<file path="config.mk">
export PLATFORM = sky130hd
export DESIGN_NAME = sprite_anim_ctrl
export DESIGN_NICKNAME = d
export VERILOG_FILES = /design/src/rtl/sf_pkg.sv /design/src/rtl/sprite_addr_gen.sv /design/src/rtl/sprite_anim_ctrl.sv
export SDC_FILE = /design/constraint.sdc
export NUM_CORES = 1
export LEC_CHECK = 0
export CELL_PAD_IN_SITES_DETAIL_PLACEMENT = 0
export CELL_PAD_IN_SITES_GLOBAL_PLACEMENT = 2
export CORE_MARGIN = 3
export CORE_UTILIZATION = 28
export DETAILED_ROUTE_END_ITERATION = 16
export GPL_ROUTABILITY_DRIVEN = 1
export PLACE_DENSITY = 0.78
export SYNTH_ARGS = -nofsm -noshare
export SYNTH_HDL_FRONTEND = slang
export SYNTH_SLANG_ARGS = --single-unit
</file>
<file path="constraint.sdc">
create_clock -name clk -period 1.7 [get_ports clk]
set_clock_uncertainty 0.15 [all_clocks]
set_input_delay 0.17 -clock clk [delete_from_list [all_inputs] [get_ports clk]]
set_output_delay 0.17 -clock clk [all_outputs]
set_load 0.02 [all_outputs]
</file>
<file path="src/rtl/sf_pkg.sv">
// Shared sprite/animation definitions used by the player and effect sprite blocks.
package sf_pkg;

  typedef enum logic [1:0] {
    IDLE   = 2'd0,
    WALK_A = 2'd1,
    WALK_B = 2'd2,
    PUNCH  = 2'd3
  } anim_state_t;

  localparam logic [1:0] FRAME_SEL_IDLE  = 2'd0;
  localparam logic [1:0] FRAME_SEL_WALK1 = 2'd1;
  localparam logic [1:0] FRAME_SEL_WALK2 = 2'd2;
  localparam logic [1:0] FRAME_SEL_PUNCH = 2'd3;

  localparam int SPRITE_DIM_DEFAULT = 128;
  localparam int SCREEN_W           = 640;
  localparam int SCREEN_H           = 480;

  // ROM bank select for each animation state
  function automatic logic [1:0] state_to_sel(input anim_state_t s);
    case (s)
      WALK_A:  state_to_sel = FRAME_SEL_WALK1;
      WALK_B:  state_to_sel = FRAME_SEL_WALK2;
      PUNCH:   state_to_sel = FRAME_SEL_PUNCH;
      default: state_to_sel = FRAME_SEL_IDLE;
    endcase
  endfunction

endpackage

</file>
<file path="src/rtl/sprite_addr_gen.sv">
// Sprite box test, horizontal mirroring and registered ROM address pipeline.
// rom_addr/sprite_active are one cycle after the scan position, pixel_valid two.
module sprite_addr_gen #(
  parameter int SPRITE_DIM = 128
) (
  input  logic                              clk,
  input  logic                              rst_n,
  input  logic [9:0]                        hcount,
  input  logic [9:0]                        vcount,
  input  logic [9:0]                        pos_x,
  input  logic [9:0]                        pos_y,
  input  logic                              facing_left,
  output logic [2*$clog2(SPRITE_DIM)-1:0]   rom_addr,
  output logic                              sprite_active,
  output logic                              pixel_valid
);

  localparam int         AW    = $clog2(SPRITE_DIM);
  localparam logic [10:0] DIM11 = 11'(SPRITE_DIM);

  logic [10:0]   w_dx, w_dy;
  logic          w_in_box;
  logic [AW-1:0] w_col, w_row;
  logic [2*AW-1:0] r_addr;
  logic          r_active, r_pix_vld;

  // 11-bit offsets: the explicit >= checks keep a negative offset from
  // looking like an in-range wrap, so a sprite near the right edge clips.
  assign w_dx     = {1'b0, hcount} - {1'b0, pos_x};
  assign w_dy     = {1'b0, vcount} - {1'b0, pos_y};
  assign w_in_box = (hcount >= pos_x) && (w_dx < DIM11) &&
                    (vcount >= pos_y) && (w_dy < DIM11);

  // DIM-1-dx equals bitwise inversion because DIM is a power of two
  assign w_col = facing_left ? ~w_dx[AW-1:0] : w_dx[AW-1:0];
  assign w_row = w_dy[AW-1:0];

  // Address/active register stage, then one more stage for the ROM read latency
  always_ff @(posedge clk or negedge rst_n) begin
    if (!rst_n) begin
      r_addr    <= '0;
      r_active  <= 1'b0;
      r_pix_vld <= 1'b0;
    end else begin
      r_active  <= w_in_box;
      r_pix_vld <= r_active;
      if (w_in_box) r_addr <= {w_row, w_col};
    end
  end

  assign rom_addr      = r_addr;
  assign sprite_active = r_active;
  assign pixel_valid   = r_pix_vld;

endmodule

</file>
<file path="src/rtl/sprite_anim_ctrl.sv">
// Per-player animation FSM: picks the sprite ROM once per video frame and
// drives the shared address generator for the scan position.
module sprite_anim_ctrl
  import sf_pkg::*;
#(
  parameter int SPRITE_DIM  = SPRITE_DIM_DEFAULT,
  parameter int WALK_TICKS  = 12,
  parameter int PUNCH_TICKS = 18
) (
  input  logic                            clk,
  input  logic                            rst_n,
  input  logic                            frame_start,
  input  logic                            move_left,
  input  logic                            move_right,
  input  logic                            punch,
  input  logic                            facing_left,
  input  logic [9:0]                      pos_x,
  input  logic [9:0]                      pos_y,
  input  logic [9:0]                      hcount,
  input  logic [9:0]                      vcount,
  output logic [1:0]                      frame_sel,
  output logic [2*$clog2(SPRITE_DIM)-1:0] rom_addr,
  output logic                            sprite_active,
  output logic                            pixel_valid,
  output logic                            anim_busy
);

  localparam int CNT_MAX = (WALK_TICKS > PUNCH_TICKS) ? WALK_TICKS : PUNCH_TICKS;
  localparam int CW      = (CNT_MAX > 1) ? $clog2(CNT_MAX) : 1;

  anim_state_t r_state, w_nxt_state;
  logic [CW-1:0] r_cnt, w_nxt_cnt;
  logic [1:0]    r_frame_sel;

  // Next state/counter; only a frame_start pulse may move either
  always_comb begin
    w_nxt_state = r_state;
    w_nxt_cnt   = r_cnt;
    if (frame_start) begin
      if (r_state == PUNCH) begin
        // punch runs to completion, inputs ignored (no retrigger)
        if (r_cnt == CW'(PUNCH_TICKS - 1)) begin
          w_nxt_state = IDLE;
          w_nxt_cnt   = '0;
        end else begin
          w_nxt_cnt = r_cnt + CW'(1);
        end
      end else if (punch) begin
        w_nxt_state = PUNCH;
        w_nxt_cnt   = '0;
      end else if (move_left ^ move_right) begin
        if (r_state == IDLE) begin
          w_nxt_state = WALK_A;
          w_nxt_cnt   = '0;
        end else if (r_cnt == CW'(WALK_TICKS - 1)) begin
          w_nxt_state = (r_state == WALK_A) ? WALK_B : WALK_A;
          w_nxt_cnt   = '0;
        end else begin
          w_nxt_cnt = r_cnt + CW'(1);
        end
      end else begin
        w_nxt_state = IDLE;
        w_nxt_cnt   = '0;
      end
    end
  end

  // State, counter and registered ROM select (decoded from next state so it
  // lands on the same edge that samples frame_start)
  always_ff @(posedge clk or negedge rst_n) begin
    if (!rst_n) begin
      r_state     <= IDLE;
      r_cnt       <= '0;
      r_frame_sel <= FRAME_SEL_IDLE;
    end else begin
      r_state     <= w_nxt_state;
      r_cnt       <= w_nxt_cnt;
      r_frame_sel <= state_to_sel(w_nxt_state);
    end
  end

  assign frame_sel = r_frame_sel;
  assign anim_busy = (r_state == PUNCH);

  sprite_addr_gen #(.SPRITE_DIM(SPRITE_DIM)) u_addr (
    .clk           (clk),
    .rst_n         (rst_n),
    .hcount        (hcount),
    .vcount        (vcount),
    .pos_x         (pos_x),
    .pos_y         (pos_y),
    .facing_left   (facing_left),
    .rom_addr      (rom_addr),
    .sprite_active (sprite_active),
    .pixel_valid   (pixel_valid)
  );

endmodule

</file>
==> results of run 1 <==
## final cells by class
type	count	area, um^2	share of cell area, %
clock buffer	3	41.3	1.04
multi-input combinational	174	1820	45.7
sequential	24	602	15.1
clock inverter	1	30.0	0.754
tap	99	124	3.11
inverter	26	113	2.83
timing repair buffer	143	1250	31.4
## sequential cells by signal, indices dropped and copies added (netlist names)
name                  cells
r_cnt                     5
u_addr.sprite_active      1
frame_sel                 2
u_addr.rom_addr          14
u_addr.pixel_valid        1
r_state                   1
## through the flow
step           utilization [%]  hold WS (ns)
6_report                  54.3        0.0421
3_3_place_gp              46.0         0.223
2_1_floorplan                -        -0.276
3_5_place_dp              46.0         0.229
5_1_grt                   54.3        0.0366
4_1_cts                   52.9        0.0442
## cells by family (layout without fill, tap and decap cells)
logic type	count (synthesis)	in the layout	share of synthesized area, %
buffers and inverters	35	173	7.35
multiplexers	15	15	8.99
AO/OA/AOI/OAI	56	56	18.2
adder cells (fa/ha/maj)	24	24	14.7
XOR/XNOR	23	23	9.40
flip-flops	24	24	28.0
AND/OR/NAND/NOR	56	56	13.4
## where the power goes
group	internal (W)	switching, W
sequential	0.000683	0.000135
combinational	0.000861	0.000651
clock	0.000315	0.000177
## worst min path at each step
stage,startpoint,end,cells past startpoint
after floorplan,rst_n,frame_sel[0],0
after detailed placement,u_addr.sprite_active,u_addr.pixel_valid,0
after global routing,pos_y[0],u_addr.rom_addr[7],3
after CTS,pos_y[0],u_addr.rom_addr[7],3
after global placement,u_addr.sprite_active,u_addr.pixel_valid,0
final,pos_y[0],u_addr.rom_addr[7],3
## worst min-delay path, delay by kind of cell
kind / cells / cell delay, ns
multiplexers: 1 / 0.05
buffers and inverters: 1 / 0.07
adder cells (fa/ha/maj): 1 / 0.11
## cell usage in the layout (no fill, tap or decap), types with 3 or more instances in the layout
cell and instances:
buf_4 72, dlygate4sd2_1 30, clkdlybuf4s50_1 29, dfrtp_1 23, ha_4 18, xnor2_1 16
nor2_1 16, inv_2 15, mux2_4 12, a21oi_1 11, inv_1 9, nand2_1 9
xor2_1 7, a21oi_2 6, nand3_1 6, buf_6 6, nor3_1 4, o211ai_1 4
o22a_1 3, a21oi_4 3, nand2b_1 3, o21ai_2 3, nand4_1 3, a21o_1 3
ha_1 3, clkbuf_8 3
## layer usage
metal	vias up	share of wire [%]	global-route usage (%)
li1	1095	-	-
met1	1008	46	18.3
met2	42	49	24.5
met3	6	4.0	1.37
met4	0	0.78	2.20
met5	-	0	0
## repair_timing
action | in CTS | in global routing
gates cloned | 1 | 0
gates resized for setup | 117 | 19
setup endpoints to repair | 17 | 18
setup buffers | 11 | 7
pin swaps | 26 | 16
==> impl_metrics.py, run 1 <==
metrics = {
    "outcome": {
        "status": "finished with violations",
        "violations": "negative setup slack",
    },
    "setup_path": {
        "reg2reg_slack_ns": 0.02,
        "critPathArrivalTime_ns": 2.58,
        "rr_worst_depth": 8,
        "cp_slowest_cell": "o32ai_2",
        "cp.required_ns": 1.70,
        "r2r-end": "frame_sel[1]",
        "endpoint_kind": "flip-flop",
        "crit_path_cell_trace": "clkdlybuf4s15_2 > inv_1 > ha_1 > nor2b_4 > o31a_1 > o32ai_2 > xor2_1 > nand2_1 > nor4b_4 > buf_4 > clkbuf_16 > mux2_4",
        "max_stage_delay_ns": 0.30,
        "path_buf_inv": 4,
        "crit_cells": 12,
        "worstSetupStartpoint": "pos_y[1]",
        "crit_path_end": "u_addr.rom_addr[11]",
        "cp_max_fo": 7,
        "path_class": "in -> reg",
        "r2r_start": "r_cnt[1]",
        "startpoint_type": "input port",
        "crit_family": "compound AO/OA/AOI/OAI gates",
    },
    "finish": {
        "drive_above_1_share_pct": 46.4,
        "postLayoutCellArea_um2": 3980,
        "fin_cells": 470,
        "syn_to_final_growth_pct": 85.7,
        "insertedDiodeCount": 0,
        "fin_nets": 443,
        "fill_cells": 684,
    },
    "synth": {
        "synth.avg_cell_area_um2": 9.20,
        "yosys.area.top_type": "dfrtp_1",
        "syn_nets": 304,
        "ys_seq_area_share_pct": 28.0,
        "yosysTopAreaCellShare_pct": 28.0,
        "synth_ff_type": "dfrtp_1",
        "yosysWarnings": 0,
        "yosysMostFrequentCell": "inv_1",
        "syn_inst": 233,
        "async_flop_share_pct": 100,
        "yosysUniqueCellTypes": 47,
        "synthesis.area_um2": 2140,
        "synthTopCellsByArea": "dfrtp_1 (28%), ha_1 (13%), xnor2_1 (6.5%), mux2_4 (4.9%), a21oi_1 (4.7%)",
        "synth_edf_count": 0,
        "synthTopCellsByCount": "inv_1 (26), dfrtp_1 (24), ha_1 (22)",
        "ys_ff_latch": 24,
    },
    "die": {
        "start_util_pct": 29.2,
        "std_cell_rows": 31,
        "core_area_um2": 7330,
        "ioPinCount": 66,
        "dieArea_um2": 8740,
        "die_h_um": 93.5,
        "die_x_um": 93.5,
    },
    "sta": {
        "drv_slew": 0,
        "finalHoldViolations": 0,
        "final-setup-viol-count": 15,
        "min_period_over_period_pct": 151,
        "tns_ns": -12.20,
        "finalWorstSetupSlack_ns": -0.875,
        "period_minus_slack_ns": 2.57,
        "slew_headroom_pct": 77.0,
        "worstMarginPinSlew_ns": 0.344,
        "rsz0062_at_grt": "yes",
        "maxClockFrequency_mhz": 388,
    },
    "drt": {
        "drt-wirelength-per-cell_um": 12.5,
        "vias": 2151,
        "postRouteAntennaNets": 0,
        "drt_iter0_drc": 43,
        "viasPerCell": 4.58,
        "drc": 0,
        "drtPass1Iterations": 4,
        "wl_um": 5870,
    },
    "clock_tree": {
        "cts_root_buffer": "clkbuf_8",
        "cts_tree": "done",
        "clk_pin_slew_ns": 0.08,
        "clk_path_buf_depth": 2,
        "insertion_delay_ns": 0.26,
        "holdBufCountCts": 0,
        "clock-sinks": 24,
        "cts_buffers": 3,
        "htree_levels": 1,
    },
    "power": {
        "p_leak_nw": 1.76,
        "power_w": 0.00282,
        "peakVddDrop_mv": 0.352,
        "powerDensity_nw_per_um2": 709,
    },
    "global_routing": {
        "grt_pass1_wl_um": 10100,
        "grt_max_degree": 25,
        "antenna_found_initial": 0,
        "gr-total-overflow": 0,
        "grt_usage_pct": 13.8,
        "grt_pass1_vias": 2244,
    },
    "placement": {
        "io_buffers": 65,
        "gp_congestion": 0.757,
        "dpl.cell_count": 448,
        "dp_slack_ns": -1.66,
        "postPlaceCellArea_um2": 3370,
        "hpwlAfterDp_um": 4340,
    },
    "min_path": {
        "hp-class": "in -> reg",
    },
    "job": {
        "maxCapViolations": 0,
    },
}
Power figures use the tool's default switching activity.
==> run 2: changes to the inputs <==
CORE_ASPECT_RATIO = 0.75   (was not set)
SKIP_LAST_GASP = 1   (was not set)
SLEW_MARGIN = 40   (was not set)
==> run 2 against run 1 <==
  * The flow still finishes with violations (negative setup slack)
  * Flip-flop and latch count is the same
  * Maximum frequency is 4.0% higher
  * Non-clock buffer count is 2 higher
  * Hold slack worse by 0.0023 ns
  * Critical endpoint is now u_addr.rom_addr[2]
  * Wire length increased by 14%
  * Final area increased by 1.6%
  * Critical path depth grew 1
  * Largest cell class unchanged
  * Sequential power shrank 3.8%
==> impl_metrics.py, run 2 (synthesis results as in run 1) <==
metrics = {
    "sta": {
        "rsz0062_at_grt": "yes",
        "tns_ns": -11.13,
        "min_period_over_period_pct": 146,
        "maxClockFrequency_mhz": 404,
        "finalHoldViolations": 0,
        "period_minus_slack_ns": 2.47,
        "worstMarginPinSlew_ns": 0.437,
        "slew_headroom_pct": 70.6,
        "final-setup-viol-count": 15,
        "drv_slew": 0,
        "finalWorstSetupSlack_ns": -0.775,
    },
    "global_routing": {
        "grt_pass1_vias": 2189,
        "antenna_found_initial": 0,
        "grt_pass1_wl_um": 10500,
        "grt_max_degree": 25,
        "grt_usage_pct": 14.8,
        "gr-total-overflow": 0,
    },
    "placement": {
        "io_buffers": 65,
        "postPlaceCellArea_um2": 3410,
        "gp_congestion": 0.777,
        "hpwlAfterDp_um": 4640,
    },
    "drt": {
        "drtPass1Iterations": 4,
        "postRouteAntennaNets": 0,
        "drt_iter0_drc": 36,
        "drt-wirelength-per-cell_um": 14.2,
        "wl_um": 6680,
        "drc": 0,
        "viasPerCell": 4.59,
        "vias": 2162,
    },
    "clock_tree": {
        "cts_root_buffer": "clkbuf_8",
        "cts_buffers": 3,
        "clk_path_buf_depth": 2,
        "holdBufCountCts": 0,
        "htree_levels": 1,
        "cts_tree": "done",
        "insertion_delay_ns": 0.27,
        "clock-sinks": 24,
        "clk_pin_slew_ns": 0.09,
    },
    "setup_path": {
        "cp_max_fo": 6,
        "crit_path_cell_trace": "dlygate4sd2_1 > ha_4 > buf_4 > nor2_1 > a21oi_4 > buf_6 > buf_6 > nand3_4 > a21oi_4 > a2111oi_4 > nor4b_4 > clkbuf_16 > mux2_4",
        "critPathArrivalTime_ns": 2.48,
        "path_class": "in -> reg",
        "startpoint_type": "input port",
        "max_stage_delay_ns": 0.33,
        "cp.required_ns": 1.70,
        "worstSetupStartpoint": "vcount[2]",
        "endpoint_kind": "flip-flop",
        "cp_slowest_cell": "nor4b_4",
        "r2r_start": "r_cnt[0]",
    },
    "die": {
        "start_util_pct": 30.1,
        "die_h_um": 81.8,
        "dieArea_um2": 8750,
        "std_cell_rows": 26,
        "core_area_um2": 7120,
        "die_x_um": 107,
        "ioPinCount": 66,
    },
    "finish": {
        "final_common_cell": "buf_4",
        "postLayoutCellArea_um2": 4040,
        "largest_reg_flops": 14,
        "fill_cells": 645,
        "drive_above_1_share_pct": 48.8,
        "final_cell_mix": "buf_4 (69), dlygate4sd2_1 (30), dfrtp_1 (24), clkdlybuf4s50_1 (24)",
        "insertedDiodeCount": 0,
        "syn_to_final_growth_pct": 88.6,
        "fin_nets": 445,
    },
    "outcome": {
        "violations": "negative setup slack",
        "status": "finished with violations",
    },
    "power": {
        "combPwrFrac_pct": 56.8,
        "p_switching_w": 0.00105,
        "p_leak_nw": 1.79,
        "pwr-share-clk_pct": 16.9,
        "power_frac_seq_pct": 26.4,
        "peakVddDrop_mv": 0.385,
        "switching_share_pct": 35.1,
        "powerDensity_nw_per_um2": 739,
        "p_int_w": 0.00194,
    },
    "min_path": {
        "worstHoldStart": "pos_y[0]",
        "hp-class": "in -> reg",
    },
    "job": {
        "maxCapViolations": 0,
    },
}
-- run 2: changes by cell type in the layout (fill, tap and decap cells not counted), sizes merged --
cell,before,now
clkbuf,5,4
clkdlybuf4s50,29,24
dlymetal6s2s,1,3
buf,80,85
clkdlybuf4s15,1,2
-- run 2: metrics by stage --
| step | setup WS [ns] | cells | hold slack [ns] | util (%) | power [W] |
|---|---|---|---|---|---|
| floorplan | -0.987 | 233 | -0.276 | - | 0.00151 |
| global placement | -1.61 | 452 | 0.229 | 47.9 | 0.00213 |
| detailed placement | -1.66 | 452 | 0.230 | 47.9 | 0.00215 |
| CTS | -0.896 | 470 | 0.0389 | 54.5 | 0.00282 |
| global route | -0.889 | 471 | 0.0541 | 56.7 | 0.00317 |
| finish | -0.775 | 471 | 0.0398 | 56.7 | 0.00299 |
-- run 2: final timing paths --
path	end	slack (ns)	depth (start not counted)
max	u_addr.rom_addr[2]	-0.77	13
min	u_addr.rom_addr[7]	0.04	3
max reg2reg	frame_sel[1]	0.01	8
min reg2reg	u_addr.pixel_valid	0.25	0
max in group asynchronous	u_addr.rom_addr[5]	1.05	2
min in group asynchronous	r_cnt[3]	0.10	2
-- run 2: area by class of cell --
cell class / count / area, um^2 / area share [%]
inverter: 26 / 110 / 2.72
tap: 98 / 123 / 3.03
multi-input combinational: 174 / 1870 / 46.2
clock buffer: 3 / 41.3 / 1.02
sequential: 24 / 601 / 14.9
clock inverter: 1 / 30.0 / 0.743
timing repair buffer: 145 / 1270 / 31.4
-- run 2: power by group through the flow --
stage | registers [W] | logic (W) | clock network [W]
final | 0.000787 | 0.00169 | 0.000504
after global routing | 0.000805 | 0.00183 | 0.000535
after CTS | 0.000775 | 0.00153 | 0.000514
after detailed placement | 0.000795 | 0.00136 | 0
after global placement | 0.000793 | 0.00134 | 0
after floorplan | 0.000833 | 0.000674 | 0
-- run 2: critical path: cells and delay by family --
family / cells / cell delay (ns)
buffers and inverters: 5 / 0.85
AND/OR/NAND/NOR: 3 / 0.58
AO/OA/AOI/OAI: 3 / 0.42
multiplexers: 1 / 0.29
adder cells (fa/ha/maj): 1 / 0.17
-- run 2: timing repair --
item                       CTS  global route
pin swaps                   37            29
buffers inserted            13             3
setup endpoints to repair   19            22
cloned                       1             0
gates resized for setup    120            43
-- run 2: layer usage --
| layer | part of all wire (%) | routed length [um] | up-vias | GRT usage [%] |
|---|---|---|---|---|
| li1 | - | - | 1103 | - |
| met2 | 48 | 3220 | 47 | 25.5 |
| met4 | 0.31 | 21 | 0 | 1.92 |
| met5 | 0 | 0 | - | 0 |
| met1 | 48 | 3200 | 1010 | 20.2 |
| met3 | 3.7 | 248 | 2 | 2.20 |
